$ cat src/rtl/ser_lane_arbiter.sv
// Round-robin arbiter that shares one serial lane between N parallel-word requesters.
// Each granted word is shifted out MSB-first, followed by GAP idle cycles and a done pulse.
module ser_lane_arbiter #(
    parameter int N   = 4,
    parameter int W   = 8,
    parameter int GAP = 1,
    localparam int IDW = $clog2(N)
) (
    input  logic             clk,
    input  logic             rstn,
    input  logic             enable,
    input  logic [N-1:0]     req_valid,
    input  logic [N*W-1:0]   req_data,
    output logic [N-1:0]     req_ready,
    output logic             ser_dout,
    output logic             ser_dout_valid,
    output logic             ser_first,
    output logic             busy,
    output logic             done_valid,
    output logic [IDW-1:0]   done_id
);

    localparam int CW = $clog2(W);
    localparam logic [3:0] GAP_LD = (GAP > 0) ? 4'(GAP - 1) : 4'd0;

    typedef enum logic [1:0] {
        ST_IDLE,
        ST_SHIFT,
        ST_GAP
    } state_t;

    state_t         state;
    state_t         state_nxt;
    logic [W-1:0]   shreg;
    logic [CW-1:0]  bit_cnt;
    logic [3:0]     gap_cnt;
    logic [IDW-1:0] rr_ptr;
    logic [IDW-1:0] cur_id;
    logic [IDW-1:0] gnt_id;
    logic           gnt_found;
    logic           grant;
    logic           last_bit;
    int             idx;

    // Search upward from rr_ptr, wrapping modulo N.
    always_comb begin
        gnt_found = 1'b0;
        gnt_id    = '0;
        idx       = 0;
        for (int k = 0; k < N; k++) begin
            idx = int'(rr_ptr) + k;
            if (idx >= N) begin
                idx = idx - N;
            end
            if (!gnt_found && req_valid[idx]) begin
                gnt_found = 1'b1;
                gnt_id    = IDW'(idx);
            end
        end
    end

    assign last_bit = (bit_cnt == CW'(W - 1));
    assign grant    = (state == ST_IDLE) && enable && gnt_found;

    always_comb begin
        state_nxt = state;
        req_ready = '0;
        case (state)
            ST_IDLE: begin
                if (grant) begin
                    req_ready[gnt_id] = 1'b1;
                    state_nxt         = ST_SHIFT;
                end
            end
            ST_SHIFT: begin
                if (last_bit) begin
                    state_nxt = (GAP > 0) ? ST_GAP : ST_IDLE;
                end
            end
            ST_GAP: begin
                if (gap_cnt == 4'd0) begin
                    state_nxt = ST_IDLE;
                end
            end
            default: state_nxt = ST_IDLE;
        endcase
    end

    always_ff @(posedge clk or negedge rstn) begin
        if (!rstn) begin
            state <= ST_IDLE;
        end else begin
            state <= state_nxt;
        end
    end

    always_ff @(posedge clk or negedge rstn) begin
        if (!rstn) begin
            shreg      <= '0;
            bit_cnt    <= '0;
            gap_cnt    <= '0;
            rr_ptr     <= '0;
            cur_id     <= '0;
            done_valid <= 1'b0;
            done_id    <= '0;
        end else begin
            done_valid <= 1'b0;
            if (grant) begin
                shreg   <= req_data[gnt_id*W +: W];
                cur_id  <= gnt_id;
                rr_ptr  <= (gnt_id == IDW'(N - 1)) ? '0 : gnt_id + 1'b1;
                bit_cnt <= '0;
            end
            if (state == ST_SHIFT) begin
                shreg   <= shreg << 1;
                bit_cnt <= bit_cnt + 1'b1;
                if (last_bit) begin
                    done_valid <= 1'b1;
                    done_id    <= cur_id;
                    gap_cnt    <= GAP_LD;
                end
            end
            if ((state == ST_GAP) && (gap_cnt != 4'd0)) begin
                gap_cnt <= gap_cnt - 1'b1;
            end
        end
    end

    assign ser_dout_valid = (state == ST_SHIFT);
    assign ser_dout       = ser_dout_valid & shreg[W-1];
    assign ser_first      = ser_dout_valid & (bit_cnt == '0);
    assign busy           = (state != ST_IDLE);

endmodule

$ cat config.mk
export PLATFORM = sky130hd
export DESIGN_NAME = ser_lane_arbiter
export DESIGN_NICKNAME = d
export VERILOG_FILES = /design/src/rtl/ser_lane_arbiter.sv
export SDC_FILE = /design/constraint.sdc
export NUM_CORES = 1
export LEC_CHECK = 0
export BUFFER_PORTS_ARGS = -buffer_cell sky130_fd_sc_hd__clkbuf_2
export CORE_UTILIZATION = 56
export CTS_BUF_LIST = sky130_fd_sc_hd__clkbuf_8
export CTS_CLUSTER_SIZE = 16
export DETAILED_ROUTE_END_ITERATION = 10
export PLACE_DENSITY = 0.92
export SLEW_MARGIN = 20
export SYNTH_ARGS = -nofsm -noshare
export SYNTH_HDL_FRONTEND = slang
export SYNTH_SLANG_ARGS = --single-unit
$ cat constraint.sdc
create_clock -name clk -period 5.6 [get_ports clk]
set_clock_uncertainty 0.1 [all_clocks]
set_input_delay 0 -clock clk [delete_from_list [all_inputs] [get_ports clk]]
set_output_delay 0 -clock clk [all_outputs]
set_load 0.01 [all_outputs]
==> metrics.cfg, run 1 <==
[status]
status = finished clean

[synthesis]
synth_nets = 203
async_reset_ff_share_pct = 100
ys_seq_area_share_pct = 40.5
synth_edf_count = 0
synth_area_mm2 = 0.00148
synth_top_area_share_pct = 40.5
yosys_warnings = 0
avgSynthCellArea_um2 = 9.32
yosysTopAreaCell = dfrtp_1
synth_top_flop_cell = dfrtp_1
synthTopCellsByArea = dfrtp_1 (41%), and3_1 (6.3%), mux2i_1 (6.1%), o21ai_0 (4.4%), ha_1 (4.2%)
ys_ff_latch = 24
synth_cell_types = 35
synth_cells = 159

[setup_path]
cp_data_required_time_ns = 5.65
critPathArrivalTime_ns = 3.00
critPathMaxFanout = 15
path_class = flop to flop
startpoint_type = flop
r2r_cells = 7
crit_path_end_kind = flop

[route]
drt-pass1-iter-count = 5
ant_nets = 0
route.detailed.drc = 0
vias = 1493
drt_iter0_drc = 42
wl_per_cell_um = 15.4
viasPerCell = 5.90
drt-total-wl_um = 3890

[placed_design]
portBuffers = 49
place_congestion = 0.842
dp_cells = 231
place_hpwl_um = 2460

[grt]
grt_overflow = 0
grt_antenna_before_repair = 0
grt_pass1_vias = 1405
grt_pass1_wl_um = 6220
grt_start_max_net_pins = 25
grt.total_usage_pct = 30.5

[final_layout]
finalNonFillerCells = 253
fin_nets = 268
drive_above_1_share_pct = 26.9
diodes = 0
utilization_pct = 78.5
area.growth.synth_to_final_pct = 32.4
fillers = 160

[pwr]
comb_power_share_pct = 46.8
p_leak_nw = 1.03
p_seq_share_pct = 34.2
internal_power_uw = 500
ir_worst_vdd_mv = 0.300
switching_share_pct = 37.9
power_switching_uw = 305
powerDensity_mw_per_mm2 = 410
pwr-share-clk_pct = 19.0

[sta]
tns_ns = 0
max_freq_mhz = 339
period_minus_slack_ns = 2.95
drv_slew = 0
hold_ws_ns = 0.00591
finalHoldViolCount = 0
relSlewSlack_pct = 56.6
fin_crit_sh_pct = 52.7
final-setup-viol-count = 0
worst_slew_pin_slew_ns = 0.649
rsz0062_at_grt = no

[clock_tree]
htreeDepth = 1
cts_tree = built
cts_buffers = 3
ctsHoldBuffers = 18
cts.repair.resized = 0
cts-root-buf = clkbuf_8
postCtsSetupBuffers = 0
cts_sinks = 24
worstSkewPairLatency_ns = 0.27
clock_path_buffers = 2
clk_pin_slew_ns = 0.09

[floorplan]
rows = 18
die_area_mm2 = 0.00286
core_mm2 = 0.00250
die_x_um = 53.5
die_h_um = 53.5
start_util_pct = 59.3
pin_count = 50

[worst_hold_path]
hold_class = input pin to flop
whs_path_depth = 4

[run]
cap_violations = 0

==> cell usage in the layout, fill, tap and decap left out, types with 2 or more instances in the layout <==
master and count:
a21oi_1 8, o2bb2ai_1 2, o211ai_1 7, nand2b_1 3, inv_1 7, nand3_1 5
clkbuf_8 3, and3_1 15, mux2i_1 9, clkbuf_2 49, nor2b_1 5, dfrtp_1 24
mux2_2 2, a21boi_0 7, and2_1 3, nor2_1 4, nand2_1 16, o31ai_1 2
o21ai_1 3, ha_1 5, o21ai_0 13, dlygate4sd3_1 18
==> sequential cells by signal, indices dropped and copies added (netlist names) <==
register and cells:
rr_ptr 2, cur_id 2, done_id 2, bit_cnt 3, state 2, gap_cnt 4, shreg 8, done_valid 1
==> critical path, stage by stage (launching register included) <==
cell           delay [ns]
dfrtp_1              0.43
nor2b_1              0.16
a211o_1              0.33
and2_4               0.35
mux2i_1              0.22
dlygate4sd3_1        0.56
o221ai_1             0.10
dlygate4sd3_1        0.58
==> power groups by stage <==
stage	combinational [mW]	sequential [mW]	clock, mW
floorplan	0.267	0.268	0
global placement	0.323	0.272	0
finish	0.377	0.276	0.153
global route	0.423	0.281	0.160
detailed placement	0.338	0.276	0
CTS	0.367	0.273	0.151
==> final timing paths <==
path / startpoint / endpoint / slack [ns]
min in group asynchronous: rstn / shreg[1] / 0.15
hold reg to reg: cur_id[1] / cur_id[1] / 0.40
setup reg to reg: rr_ptr[0] / shreg[0] / 2.65
hold / removal: req_data[18] / shreg[2] / 0.006
setup / recovery: rr_ptr[0] / shreg[0] / 2.65
max in group asynchronous: rstn / state[0] / 4.85
==> routing by layer <==
| layer | vias up | part of all wire (%) | GRT usage [%] |
|---|---|---|---|
| met4 | 0 | 2.9 | 15.4 |
| met2 | 65 | 53 | 53.8 |
| met3 | 12 | 4.1 | 2.87 |
| li1 | 694 | - | - |
| met1 | 722 | 40 | 36.1 |
| met5 | - | 0 | 0 |
==> through the flow <==
| stage | area, um^2 | total power, mW | worst slack (ns) |
|---|---|---|---|
| 3_3_place_gp | 1710 | 0.594 | 3.73 |
| 2_1_floorplan | 1480 | 0.535 | 3.85 |
| 6_report | 1960 | 0.805 | 2.65 |
| 4_1_cts | 1960 | 0.790 | 2.72 |
| 5_1_grt | 1960 | 0.864 | 2.49 |
| 3_5_place_dp | 1710 | 0.613 | 3.68 |
==> cell families (layout without fill, tap and decap cells) <==
group           Yosys count  in the layout  share of synthesized area (%)
buf+inv                  15             79                           5.65
flops                    24             24                           40.5
fa+ha+maj                 5              5                           4.22
mux                      11             11                           7.60
compound gates           48             48                           22.0
simple gates             56             56                           20.0
==> Yosys cell counts, types with 2 or more instances <==
master     number
o211ai_1        7
a21oi_1         8
o2bb2ai_1       2
nor2b_1         5
nand2b_1        3
nand3_1         5
and2_1          3
a21boi_0        7
o21ai_1         3
mux2i_1         9
o31ai_1         2
ha_1            5
inv_1           7
nand2_1        16
nor2_1          4
clkbuf_1        3
dfrtp_1        24
and3_1         15
buf_6           2
o21ai_0        13
mux2_2          2
==> cell type report <==
type | instances | area [um^2] | share of cell area [%]
Multi-Input combinational cell | 120 | 798 | 40.7
Sequential cell | 24 | 601 | 30.6
Timing Repair Buffer | 67 | 425 | 21.7
Clock buffer | 3 | 41.3 | 2.10
Tap cell | 30 | 37.5 | 1.91
Clock inverter | 1 | 30.0 | 1.53
Inverter | 8 | 30.0 | 1.53
(Power assumes the default switching activity.)
==> run 2, diff against run 1 <==
ABC_AREA = 1   (was default)
CORE_UTILIZATION = 55   (was 56)
PLACE_DENSITY = 0.87   (was 0.92)
clock period = 3 ns   (was 5.6 ns; I/O delays follow)
==> run 2 against run 1 <==
  * Clock power is 82% higher
  * Power rose to 3.0 times the previous value
  * Via count up 25%
  * Synthesized area grew 26%
  * Die area increased by 27%
  * Sequential power rose by 88%
  * Global-route usage down 7.3 points
  * Setup slack lost 2.4 ns
  * Wire length shrank 1.1%
  * Sequential share of layout area is 3.7 points lower
  * Synthesized cell count grew 77%
==> metrics.cfg, run 2 <==
[setup_path]
path_cells = inv_2 -> nand2_1 -> nand3_2 -> nand2_2 -> inv_1 -> nand3_2 -> nand3_4 -> nand2_1 -> nand3_1 -> nand3_1 -> dlygate4sd3_1 -> nand2_1  ; was nor2b_1 -> a211o_1 -> and2_4 -> mux2i_1 -> dlygate4sd3_1 -> o221ai_1 -> dlygate4sd3_1
critPathArrivalTime_ns = 2.86  ; was 3.00 ns
r2r_cells = 12  ; was 7
reg2reg_slack_ns = 0.24  ; was 2.65 ns
cp_data_required_time_ns = 3.11  ; was 5.65 ns
r2r-end = shreg[0]  ; unchanged
critical_path.max_stage_delay_ns = 0.57  ; was 0.58 ns
startpoint_type = flop  ; unchanged
path_common_cell = nand2_1  ; was dlygate4sd3_1
reg2reg_from = rr_ptr[0]  ; unchanged
path_class = flop to flop  ; unchanged
worstSetupStartpoint = rr_ptr[0]  ; unchanged
crit_path_end_kind = flop  ; unchanged
critical_path.slowest_cell = dlygate4sd3_1  ; unchanged
critPathMaxFanout = 18  ; was 15

[pwr]
ir_worst_vdd_mv = 0.620  ; was 0.300 mV
p_leak_nw = 1.38  ; was 1.03 nW
power_mw = 2.40  ; was 805 uW
powerDensity_mw_per_mm2 = 1080  ; was 410 mW/mm^2

[floorplan]
die_area_mm2 = 0.00363  ; was 0.00286 mm^2
core_mm2 = 0.00313  ; was 0.00250 mm^2
rows = 20  ; was 18
die_x_um = 60.3  ; was 53.5 um
start_util_pct = 59.7  ; was 59.3%
pin_count = 50  ; unchanged
die_h_um = 60.3  ; was 53.5 um

[sta]
relSlewSlack_pct = 61.6  ; was 56.6%
tns_ns = 0  ; unchanged
rsz0062_at_grt = no  ; unchanged
period_minus_slack_ns = 2.76  ; was 2.95 ns
final-setup-viol-count = 0  ; unchanged
worst_slew_pin_slew_ns = 0.577  ; was 0.649 ns
finalHoldViolCount = 0  ; unchanged
drv_slew = 0  ; unchanged
max_freq_mhz = 363  ; was 339 MHz
fin_crit_sh_pct = 91.9  ; was 52.7%

[final_layout]
drive_above_1_share_pct = 23.9  ; was 26.9%
finalInstanceArea_mm2 = 0.00223  ; was 0.00196 mm^2
mostFrequentLayoutCells = nand2_1 (75), inv_1 (68), clkbuf_2 (49)  ; was clkbuf_2 (49), dfrtp_1 (24), dlygate4sd3_1 (18)
fillers = 255  ; was 160
largestRegisters = shreg (8), gap_cnt (4), bit_cnt (3)  ; unchanged
utilization_pct = 71.4  ; was 78.5%
fin_nets = 375  ; was 268
diodes = 0  ; unchanged
multi_input_area_um2 = 951  ; was 798 um^2
regArea_um2 = 602  ; was 601 um^2
final_common_cell = nand2_1  ; was clkbuf_2
top_register = shreg  ; unchanged
largest_reg_flops = 8  ; unchanged
area.growth.synth_to_final_pct = 19.7  ; was 32.4%

[grt]
grt_pass1_wl_um = 6470  ; was 6220 um
grt_start_max_net_pins = 25  ; unchanged
grt_overflow = 0  ; unchanged
grt.total_usage_pct = 23.2  ; was 30.5%
grt_pass1_vias = 1659  ; was 1405
grt_antenna_before_repair = 0  ; unchanged

[status]
status = finished clean  ; unchanged

[synthesis]
synth_top_flop_cell = dfrtp_1  ; unchanged
synth_area_mm2 = 0.00187  ; was 0.00148 mm^2
synth.most_common_cell = nand2_1  ; was dfrtp_1
yosys_warnings = 0  ; unchanged
synth_edf_count = 0  ; unchanged
synthTopCellsByCount = nand2_1 (75), inv_1 (68), nand3_1 (25), dfrtp_1 (24), nand4_1 (16)  ; was dfrtp_1 (24), nand2_1 (16), and3_1 (15), o21ai_0 (13), mux2i_1 (9)
synth_cell_types = 25  ; was 35
yosysTopAreaCell = dfrtp_1  ; unchanged
synth_top_area_share_pct = 32.2  ; was 40.5%
synth_nets = 325  ; was 203
avgSynthCellArea_um2 = 6.64  ; was 9.32 um^2
async_reset_ff_share_pct = 100  ; unchanged
ys_ff_latch = 24  ; unchanged
synthTopCellsByArea = dfrtp_1 (32%), nand2_1 (15%), inv_1 (14%), nand3_1 (6.7%), nand4_1 (5.4%)  ; was dfrtp_1 (41%), and3_1 (6.3%), mux2i_1 (6.1%), o21ai_0 (4.4%), ha_1 (4.2%)
ys_seq_area_share_pct = 32.2  ; was 40.5%
synth_cells = 281  ; was 159

[worst_hold_path]
whs_path_depth = 7  ; was 4
hold_class = input pin to flop  ; unchanged
worst_hold_startpoint = req_data[18]  ; unchanged
hold_path_end = shreg[2]  ; unchanged

[route]
ant_nets = 0  ; unchanged
route.detailed.drc = 0  ; unchanged
viasPerCell = 4.97  ; was 5.90
vias = 1860  ; was 1493
drt-total-wl_um = 3850  ; was 3890 um
wl_per_cell_um = 10.3  ; was 15.4 um
met1_length_um = 1740  ; was 1550 um
dr_wl_met3_um = 149  ; was 159 um
highest_layer = met4  ; unchanged
drt_iter0_drc = 100  ; was 42
wl_met2_um = 1930  ; was 2060 um
drt-pass1-iter-count = 4  ; was 5

[clock_tree]
clock_path_buffers = 2  ; unchanged
htreeDepth = 1  ; unchanged
cts_tree = built  ; unchanged
cts_buffers = 3  ; unchanged
cts_sinks = 24  ; unchanged
cts-root-buf = clkbuf_8  ; unchanged
worstSkewPairLatency_ns = 0.27  ; about the same
clk_pin_slew_ns = 0.08  ; was 0.09 ns

[placed_design]
dpl-instance-area_mm2 = 0.00212  ; was 0.00171 mm^2
portBuffers = 49  ; unchanged
place_congestion = 0.946  ; was 0.842
place_hpwl_um = 2900  ; was 2460 um

[run]
cap_violations = 0  ; unchanged

## run 2: worst max-delay path by stage
stage / end
floorplan: rr_ptr[0]
global placement: rr_ptr[1]
detailed placement: rr_ptr[1]
CTS: shreg[0]
global route: shreg[0]
finish: shreg[0]
## run 2: through the flow
stage	hold WS, ns	std cells	setup WS, ns
after floorplan	-0.396	281	1.04
after global placement	-0.0726	366	0.594
after detailed placement	-0.0744	366	0.537
after CTS	0.0332	374	0.0598
after global routing	0.0476	374	0.0169
final	0.0301	374	0.243
## run 2: kinds of logic (layout without fill, tap and decap cells)
kind of cell	after synthesis	after routing	share of synthesized area (%)
XOR/XNOR	1	1	0.469
AND/OR/NAND/NOR	148	148	40.0
AO/OA/AOI/OAI	23	23	6.84
buffers and inverters	80	129	17.2
flip-flops	24	24	32.2
adder cells (fa/ha/maj)	5	5	3.35
## run 2: layout make-up
| cell class | count | share of cell area (%) |
|---|---|---|
| multi-input combinational | 177 | 42.6 |
| sequential | 24 | 26.9 |
| tap | 44 | 2.46 |
| clock inverter | 1 | 1.34 |
| clock buffer | 3 | 1.85 |
| inverter | 72 | 12.1 |
| timing repair buffer | 53 | 12.8 |
## run 2: power by group
group          switching, mW  internal (mW)
registers             0.0723          0.447
clock network          0.100          0.178
logic                   1.07          0.540
total                   1.24           1.17
## run 2: critical path: cells and delay by family, from the launching register on
| family | cells | cell delay, ns |
|---|---|---|
| flops | 1 | 0.50 |
| simple gates | 9 | 1.25 |
| buf+inv | 3 | 0.85 |
## run 2: timing repair
action                                  CTS  global route
hold endpoints to repair                 26             0
resized for setup                         0             2
endpoints found under the setup margin    0             1
hold buffers                              4             0
buffers inserted                          0             0
## run 2: layer usage
layer,track usage [%],vias up
met5,0,-
met4,3.65,0
met3,4.11,4
met2,42.9,52
met1,28.1,835
li1,-,969
